## config.mk

```make
export PLATFORM = sky130hd
export DESIGN_NAME = cpu_trace_emitter
export DESIGN_NICKNAME = d
export VERILOG_FILES = /design/src/rtl/cpu_trace_emitter.sv
export SDC_FILE = /design/constraint.sdc
export NUM_CORES = 1
export LEC_CHECK = 0
export ABC_AREA = 0
export BUFFER_PORTS_ARGS = -buffer_cell sky130_fd_sc_hd__buf_2
export CAP_MARGIN = 5
export CELL_PAD_IN_SITES_DETAIL_PLACEMENT = 1
export CELL_PAD_IN_SITES_GLOBAL_PLACEMENT = 2
export CORE_ASPECT_RATIO = 1.25
export CORE_MARGIN = 2
export CORE_UTILIZATION = 33
export CTS_BUF_LIST = sky130_fd_sc_hd__clkbuf_16
export DETAILED_ROUTE_END_ITERATION = 7
export GPL_ROUTABILITY_DRIVEN = 1
export GPL_TIMING_DRIVEN = 0
export PLACE_DENSITY_LB_ADDON = 0.08
export SLEW_MARGIN = 20
export SYNTH_ARGS = -nofsm -noshare
export SYNTH_HDL_FRONTEND = slang
export SYNTH_SLANG_ARGS = --single-unit
```

## constraint.sdc

```tcl
create_clock -name clk -period 5.26 [get_ports clk]
set_clock_uncertainty 0.15 [all_clocks]
set_input_delay 0.526 -clock clk [delete_from_list [all_inputs] [get_ports clk]]
set_output_delay 0.526 -clock clk [all_outputs]
set_load 0.005 [all_outputs]
```

## src/rtl/cpu_trace_emitter.sv

```systemverilog
// Serialises CPU write-back records into an ASCII trace stream, one character per cycle.
// Decimal fields are converted when a record is accepted and held MS-digit-first for emission.
module cpu_trace_emitter (
   input  logic        clk,
   input  logic        reset,
   input  logic        in_valid,
   output logic        in_ready,
   input  logic        in_type,
   input  logic [15:0] in_time,
   input  logic [31:0] in_pc,
   input  logic [4:0]  in_grf,
   input  logic [31:0] in_addr,
   input  logic [31:0] in_data,
   output logic [7:0]  char,
   output logic        char_valid,
   output logic        char_last,
   output logic [15:0] rec_count
);

   localparam int unsigned TIME_W  = 16;
   localparam int unsigned WORD_W  = 32;
   localparam int unsigned IDX_W   = 3;
   localparam int unsigned TDIG_W  = 3;
   localparam int unsigned GDIG_W  = 2;
   localparam logic [TIME_W-1:0] TIME_MAX = 16'd9999;

   typedef enum logic [3:0] {
      S_IDLE, S_CARET, S_TIME, S_AT, S_PC, S_COLON, S_SP0, S_SIGIL,
      S_FIELD, S_SP1, S_LT, S_EQ, S_SP2, S_DATA, S_HASH
   } state_t;

   state_t              state_q, state_d;
   logic [IDX_W-1:0]    idx_q, idx_d;
   logic                type_q;
   logic [TIME_W-1:0]   tdig_q, tdig_d;
   logic [TDIG_W-1:0]   tn_q, tn_d;
   logic [7:0]          gdig_q, gdig_d;
   logic [GDIG_W-1:0]   gn_q, gn_d;
   logic [WORD_W-1:0]   pc_q, addr_q, data_q;
   logic [7:0]          char_d;
   logic                accept_c;
   logic                field_last_c;
   logic [TIME_W-1:0]   tsat_c, tdec_c;
   logic [3:0]          gten_c, gone_c;

   function automatic logic [7:0] hex_char(input logic [3:0] nib);
      return (nib < 4'd10) ? (8'h30 + 8'(nib)) : (8'h57 + 8'(nib));
   endfunction

   function automatic logic [3:0] nibble(input logic [WORD_W-1:0] w, input logic [IDX_W-1:0] i);
      logic [4:0] sh;
      sh = {3'd7 - i, 2'b00};
      return w[sh +: 4];
   endfunction

   assign accept_c = in_valid & in_ready;

   // Saturate and split the cycle time / register number into MS-first decimal digits
   always_comb begin
      tsat_c = (in_time > TIME_MAX) ? TIME_MAX : in_time;
      tdec_c = {4'(tsat_c / 16'd1000), 4'((tsat_c / 16'd100) % 16'd10),
                4'((tsat_c / 16'd10) % 16'd10), 4'(tsat_c % 16'd10)};
      if (tsat_c >= 16'd1000)     tn_d = 3'd4;
      else if (tsat_c >= 16'd100) tn_d = 3'd3;
      else if (tsat_c >= 16'd10)  tn_d = 3'd2;
      else                        tn_d = 3'd1;
      tdig_d = tdec_c << {3'd4 - tn_d, 2'b00};
      gten_c = 4'(in_grf / 5'd10);
      gone_c = 4'(in_grf % 5'd10);
      if (in_grf >= 5'd10) begin
         gn_d   = 2'd2;
         gdig_d = {gten_c, gone_c};
      end else begin
         gn_d   = 2'd1;
         gdig_d = {gone_c, 4'h0};
      end
   end

   assign field_last_c = type_q ? (idx_q == 3'd7) : (idx_q == (3'(gn_q) - 3'd1));

   // Next state: state_q names the character currently on the outputs
   always_comb begin
      state_d = state_q;
      idx_d   = idx_q;
      char_d  = 8'h00;
      case (state_q)
         S_IDLE:  if (accept_c) state_d = S_CARET;
         S_CARET: begin state_d = S_TIME; idx_d = '0; end
         S_TIME: begin
            if (idx_q == (tn_q - 3'd1)) begin state_d = S_AT; idx_d = '0; end
            else idx_d = idx_q + 3'd1;
         end
         S_AT:    begin state_d = S_PC; idx_d = '0; end
         S_PC: begin
            if (idx_q == 3'd7) begin state_d = S_COLON; idx_d = '0; end
            else idx_d = idx_q + 3'd1;
         end
         S_COLON: state_d = S_SP0;
         S_SP0:   state_d = S_SIGIL;
         S_SIGIL: begin state_d = S_FIELD; idx_d = '0; end
         S_FIELD: begin
            if (field_last_c) begin state_d = S_SP1; idx_d = '0; end
            else idx_d = idx_q + 3'd1;
         end
         S_SP1:   state_d = S_LT;
         S_LT:    state_d = S_EQ;
         S_EQ:    state_d = S_SP2;
         S_SP2:   begin state_d = S_DATA; idx_d = '0; end
         S_DATA: begin
            if (idx_q == 3'd7) begin state_d = S_HASH; idx_d = '0; end
            else idx_d = idx_q + 3'd1;
         end
         S_HASH:  state_d = accept_c ? S_CARET : S_IDLE;
         default: begin state_d = S_IDLE; idx_d = '0; end
      endcase

      case (state_d)
         S_CARET: char_d = "^";
         S_TIME:  char_d = 8'h30 + 8'(tdig_q[{~idx_d[1:0], 2'b00} +: 4]);
         S_AT:    char_d = "@";
         S_PC:    char_d = hex_char(nibble(pc_q, idx_d));
         S_COLON: char_d = ":";
         S_SP0, S_SP1, S_SP2: char_d = " ";
         S_SIGIL: char_d = type_q ? "*" : "$";
         S_FIELD: char_d = type_q ? hex_char(nibble(addr_q, idx_d))
                                  : 8'h30 + 8'(gdig_q[{~idx_d[0], 2'b00} +: 4]);
         S_LT:    char_d = "<";
         S_EQ:    char_d = "=";
         S_DATA:  char_d = hex_char(nibble(data_q, idx_d));
         S_HASH:  char_d = "#";
         default: char_d = 8'h00;
      endcase
   end

   always_ff @(posedge clk or negedge reset) begin
      if (!reset) begin
         state_q    <= S_IDLE;
         idx_q      <= '0;
         char       <= 8'h00;
         char_valid <= 1'b0;
         char_last  <= 1'b0;
         in_ready   <= 1'b1;
         rec_count  <= '0;
      end else begin
         state_q    <= state_d;
         idx_q      <= idx_d;
         char       <= char_d;
         char_valid <= (state_d != S_IDLE);
         char_last  <= (state_d == S_HASH);
         in_ready   <= (state_d == S_IDLE) || (state_d == S_HASH);
         if (char_last) rec_count <= rec_count + 16'd1;
      end
   end

   // Record fields, captured only on the accept edge
   always_ff @(posedge clk or negedge reset) begin
      if (!reset) begin
         type_q <= 1'b0;
         tdig_q <= '0;
         tn_q   <= 3'd1;
         gdig_q <= '0;
         gn_q   <= 2'd1;
         pc_q   <= '0;
         addr_q <= '0;
         data_q <= '0;
      end else if (accept_c) begin
         type_q <= in_type;
         tdig_q <= tdig_d;
         tn_q   <= tn_d;
         gdig_q <= gdig_d;
         gn_q   <= gn_d;
         pc_q   <= in_pc;
         addr_q <= in_addr;
         data_q <= in_data;
      end
   end

endmodule

```

# ---- After elaboration in Yosys (flattened, before gate mapping)
# Index checks and enable logic that the tools add are counted.
dict set report word_totals {
  ff_bits 160
  in_bits 121
  out_inout_bits 27
  wordCells 116
}
dict set report classes {
  n_addsub 14
  div 8
  n_lt_le_gt_ge 8
  n_eq_ne 31
  shift 6
  muxes 24
  n_bitwise 3
  n_reduce_logical 7
}
# operator n
set op_table {}
lappend op_table {{8-bit case mux with 12 select lines} 1}
lappend op_table {{32-bit by 6-bit variable part select with 4-bit output} 3}
lappend op_table {{4-bit case mux with 15 select lines} 1}
lappend op_table {{4-bit equality test (second input constant)} 14}
lappend op_table {{16-bit by 4-bit remainder unit with 16-bit output (second input constant)} 3}
lappend op_table {{8-bit two-way mux} 5}
lappend op_table {{6-bit by 4-bit adder with 7-bit output (first input constant)} 5}
lappend op_table {{4-bit by 3-bit equality test with 1-bit output (second input constant)} 8}
lappend op_table {{7-bit by 4-bit adder with 8-bit output (first input constant)} 3}
lappend op_table {{4-bit two-way mux} 6}
lappend op_table {{16-bit by 1-bit adder with 16-bit output (second input constant)} 1}
lappend op_table {{16-bit by 10-bit divider with 16-bit output (second input constant)} 1}
lappend op_table {{16-bit by 4-bit divider with 16-bit output (second input constant)} 1}
lappend op_table {{16-bit by 7-bit divider with 16-bit output (second input constant)} 1}
lappend op_table {{4-bit by 2-bit equality test with 1-bit output (second input constant)} 4}
lappend op_table {{16-bit by 10-bit >= comparator with 1-bit output (second input constant)} 1}
lappend op_table {{16-bit by 4-bit >= comparator with 1-bit output (second input constant)} 1}
lappend op_table {{16-bit by 7-bit >= comparator with 1-bit output (second input constant)} 1}
lappend op_table {{16-bit by 14-bit greater-than comparator with 1-bit output (second input constant)} 1}
lappend op_table {{16-bit two-way mux} 1}
lappend op_table {{16-bit by 5-bit variable part select with 4-bit output} 1}
lappend op_table {{16-bit by 5-bit << shifter with 16-bit output} 1}
lappend op_table {{4-bit < comparator (second input constant)} 3}
lappend op_table {{3-bit two-way mux} 4}
lappend op_table {{other kinds (23)} 30}

# ---- Longest topological paths before layout
dict set report depth {
  word_depth 11
  ltp_mapped 28
  mapped_depth_nobuf 23
}

# ---- Worst setup path after synthesis
# OpenSTA, ideal clock, no wires.
dict set report synth_path {
  path_kind {input-to-reg}
  startpoint {input in_time[11]}
  endpoint {register tdig_q[14]}
  setup_time_ns 0.121
  arrival_time_ns 5.345
  t_required_ns 4.989
  path_slack_ns -0.356
  stages 23
  n_path_buf 3
  cell_sequence {buf_2 a2111o_1 nand2_2 o21ai_2 a211oi_4 o31a_2 or4b_1 a211oi_2 o22ai_2 a22oi_4 mux2i_1 nor2_2 o21ba_1 buf_4 mux2i_1 a21o_1 buf_2 xnor2_1 ha_1 and4b_1 o31ai_1 mux2i_1 a22o_1}
}
dict set report synth_via {
  elab_chain_len 8
}
# element line
set synth_rtl {}
lappend synth_rtl {{from (decl)} 9} ;# input logic [15:0] in_time,
lappend synth_rtl {{16-bit by 14-bit greater-than comparator with 1-bit output} 60} ;# tsat_c = (in_time > TIME_MAX) ? TIME_MAX : in_time;
lappend synth_rtl {{16-bit two-way mux *} 60}
lappend synth_rtl {{branches (longest 5 deep; another with 16-bit by 4-bit divider with 16-bit output)} --}
lappend synth_rtl {{16-bit by 5-bit << shifter with 16-bit output *} 67} ;# tdig_d = tdec_c << {3'd4 - tn_d, 2'b00};
lappend synth_rtl {{to (signal assigned)} 168} ;# tdig_q <= tdig_d;
lappend synth_rtl {{to (decl)} 35} ;# logic [TIME_W-1:0] tdig_q, tdig_d;
# Every way passes the cells marked *.
# A chain may end at the register's enable or synchronous reset.

# ---- Worst setup path in the final report
dict set report layout_path {
  startpoint {input in_time[14]}
  endpoint {register tdig_q[14]}
}
# The elaborated chain is that of the path after synthesis.

==> results.md <==
* Number of fill cells at around 3,900
* Initial Utilization at 0.3336
* Most common cell after layout, fill and taps aside: dfrtp_1
* Top-area cell type share of the netlist area at 0.3493
* DR WL/cell at a little over 20 um
* Pwr/cell area at roughly 580 nW/um^2
* P_leak at just over 6 nW
* Total GRT Usage at 0.2197
* Final Critical Period at about 5400 ps
* Core footprint at between 30,000 and 40,000 sq um
* Vias in the first global route at 11,190
* Crit path cell chain: buf_4 > nor2_4 > nand2_2 > or4_1 > o31a_2 > buf_4 > and2_1 > nor3b_2 > o32a_2 > a22oi_4 > mux2i_4 > buf_6 > o22ai_4 > mux2_4 > a21o_1 > buf_6 > xnor2_4 > ha_1 > and4b_2 > o31ai_4 > mux2i_1 > a22o_1
* Die height at ~210 um
* Hold slack final at 164.2 ps
* DRC errors left at 0
* Yosys cell types at 94
* Main synth FF type: dfrtp_1
* Mapped Area at approximately 11,000 sq um
* Worst-path fanout max at 8
* Clk Latency, worst-skew pair at 440 ps
* CP top delay family: compound AO/OA/AOI/OAI gates
* Syn Nets at between 1,000 and 1,500
* RSZ-0062 raised after global routing: true
* Layout area overhead at 29.51%
* Int Power at 0.004682 W
* Num CTS Buffers at 17
* Port bufs at 140
* Net Switching at between 0.003 and 0.004 W
* Crit path kind: in2reg
* Remaining Overflow, GRT at 0
* First-pass GRT wire length at between 60,000 and 70,000 um
* Final RePlAce weighted congestion at roughly 0.85
* H-tree Lvls at 4
* Clk pwr share at 0.143
* Routed WL at between 30,000 and 40,000 um
* Largest net degree at the start of global routing at 96
* Hold Path Class: in2reg
* Max-cap violations at 0
* Failing checks: negative setup slack
* NumNets Final at around 1,600
* Post-synth EDFFs at 0
* Slowest stage delay, CP at between 400 and 500 ps
* DP Worst Slack at -1927 ps
* CP Capture Type: flop
* Run status: complete, but fails checks
* Root buffer cell: clkbuf_16
* Final critical-path share of the clock period at 1.027
* Share of flip-flops with an asynchronous set or reset at 1.000
* Yosys warning count at 0
* Rows at 75
* Area leader, netlist: dfrtp_1
* Comb pwr share at 0.612
* Die X at 168.6 um
* Crit path launch type: input port
* Mapped Cells at approximately 1,200
* Final slew viol count at 0
* Via density at 5.515
* Final setup fails at 5
* Most frequent cells in the layout: 156 x dfrtp_1, 138 x buf_2, 127 x nand2_1, 124 x mux2_2, 76 x o21ai_0
* Antenna violations before repair at 1
* CTS tree: built
* WP data arrival at 5580 ps
* Reg power frac at 0.245
* Sequential share of the synthesized area at 0.3564
* Layout cell share with drive strength beyond 1 at 0.3600
* Vias after detailed routing at roughly 11,000
* Worst path bufs/invs at 4
* Rel. slew slack at 0.3554
* Dpl hpwl at about 29,000 um
* CP max stage cell: or4_1
* I/O Pins at between 100 and 150
* Register bit count reported by yosys at between 150 and 200
* Full die area at around 35,000 sq um
* Peak VDD IR at 0.2811 mV
* Antenna diodes at 0
* Clk slew on worst S/H paths at around 60 ps
* Post-route setup slack at -140.9 ps
* Slew @ Worst Pin at around 960 ps
* Sw Ratio at 0.4374
* Syn Area/Cell at 8.990 sq um
* Routed Antenna Nets at 0
* Clock tree buffer depth at 2
* First-pass DRT Iterations at 6
* FMAX at between 0.15 and 0.2 GHz
* Endpoints failing hold at 0
* Clock sink count at between 150 and 200
* 1st-iter DRT viols at 451
* Worst path required time at roughly 5400 ps
* Synth area leaders: dfrtp_1 35%, mux2_2 13%, nand2_1 4.4%
[synthesized netlist by cell type (all sizes together) (4+ instances only)]
cell type,n
a211oi,16
a21o,7
a21oi,81
a22o,16
a22oi,11
a311oi,4
a31oi,22
and2,14
and3,9
buf,19
clkbuf,65
dfrtp,156
ha,16
inv,34
mux2,128
mux2i,46
nand2,133
nand2b,16
nand3,29
nand3b,4
nand4,12
nor2,82
nor2b,7
nor3,26
nor4,4
nor4b,5
o211a,4
o211ai,20
o21a,5
o21ai,93
o221ai,9
o22ai,12
o311ai,4
o31ai,9
o41ai,4
or2,7
or3,9
or4,4
xnor2,38
xor2,6
[worst paths after layout]
| kind | from | endpoint | slack (ps) | depth (start not counted) |
|---|---|---|---|---|
| hold / removal | in_data[17] | data_q[17] | 160 | 2 |
| setup reg to reg | idx_q[1] | char[0] | 380 | 22 |
| setup / recovery | in_time[14] | tdig_q[14] | -140 | 22 |
| min in group asynchronous | reset | addr_q[22] | 470 | 2 |
| max in group asynchronous | reset | gn_q[0] | 3610 | 3 |
| hold reg to reg | rec_count[15] | rec_count[15] | 330 | 1 |
[through the flow]
stage                       util  instances  power [W]  TNS, ps  cell area [sq um]
after detailed placement  0.3734       1807   0.006622   -31000              12510
final                     0.4320       1909   0.008322   -257.3              14470
after global placement    0.3723       1806   0.006546   -30110              12470
after global routing      0.4320       1909   0.009029    -1856              14470
after CTS                 0.4159       1891   0.008199   -681.0              13930
after floorplan                -       1243   0.005253   -274.5              11240
[kinds of logic after synthesis]
group / synth area share
AND/OR/NAND/NOR: 0.1617
AO/OA/AOI/OAI: 0.2132
multiplexers: 0.1709
flip-flops: 0.3564
buffers and inverters: 0.04266
XOR/XNOR: 0.03516
adder cells (fa/ha/maj): 0.01971
other: 0.0003356
[flip-flops by register name, summed over array words and instances (netlist names), 2 cells and up]
| signal | flops |
|---|---|
| addr_q | 32 |
| data_q | 32 |
| pc_q | 32 |
| rec_count | 16 |
| tdig_q | 16 |
| gdig_q | 8 |
| char | 7 |
| state_q | 4 |
| idx_q | 3 |
| tn_q | 3 |
| gn_q | 2 |
[power groups by stage]
stage	logic [W]	registers, W	clock network [W]
finish	0.00509	0.00204	0.00119
global route	0.00564	0.00212	0.00127
CTS	0.00492	0.00205	0.00123
detailed placement	0.00456	0.00206	0
global placement	0.00451	0.00204	0
floorplan	0.00328	0.00197	0
[worst register-to-register path: cells and delay by family, from the launching register on]
family                     cells  cell delay [ps]
AOI/OAI and AO/OA              8             1490
xor gates and xnor gates       1              140
adders and majority gates      2              390
buffers and inverters          4              780
DFF                            1              460
muxes                          1              220
and+or+nand+nor                6             1090
[what timing repair did]
action | in CTS | in global routing
hold endpoints to repair | 62 | 0
hold buffers | 1 | 0
cloned | 1 | 0
setup buffers | 52 | 25
endpoints found under the setup margin | 22 | 19
pin swaps | 31 | 53
gates resized for setup | 109 | 109
[cell type report]
class | instances | area [sq um] | share of cell area
clock buffer | 17 | 425.4 | 0.02939
multi-input combinational | 964 | 7446 | 0.5145
timing repair buffer | 218 | 1386 | 0.09579
buffer | 76 | 419.2 | 0.02896
clock inverter | 15 | 128.9 | 0.008905
sequential | 159 | 3983 | 0.2752
tap | 423 | 529.3 | 0.03657
inverter | 37 | 155.1 | 0.01072
[metal layers]
metal,track usage,vias up,routed length [um]
met5,0,-,9
met4,0.06986,2,950
met3,0.02753,55,915
met2,0.4166,182,20790
met1,0.2545,5252,15870
li1,-,5038,-
No activity file was read; power rests on OpenSTA's default activity.
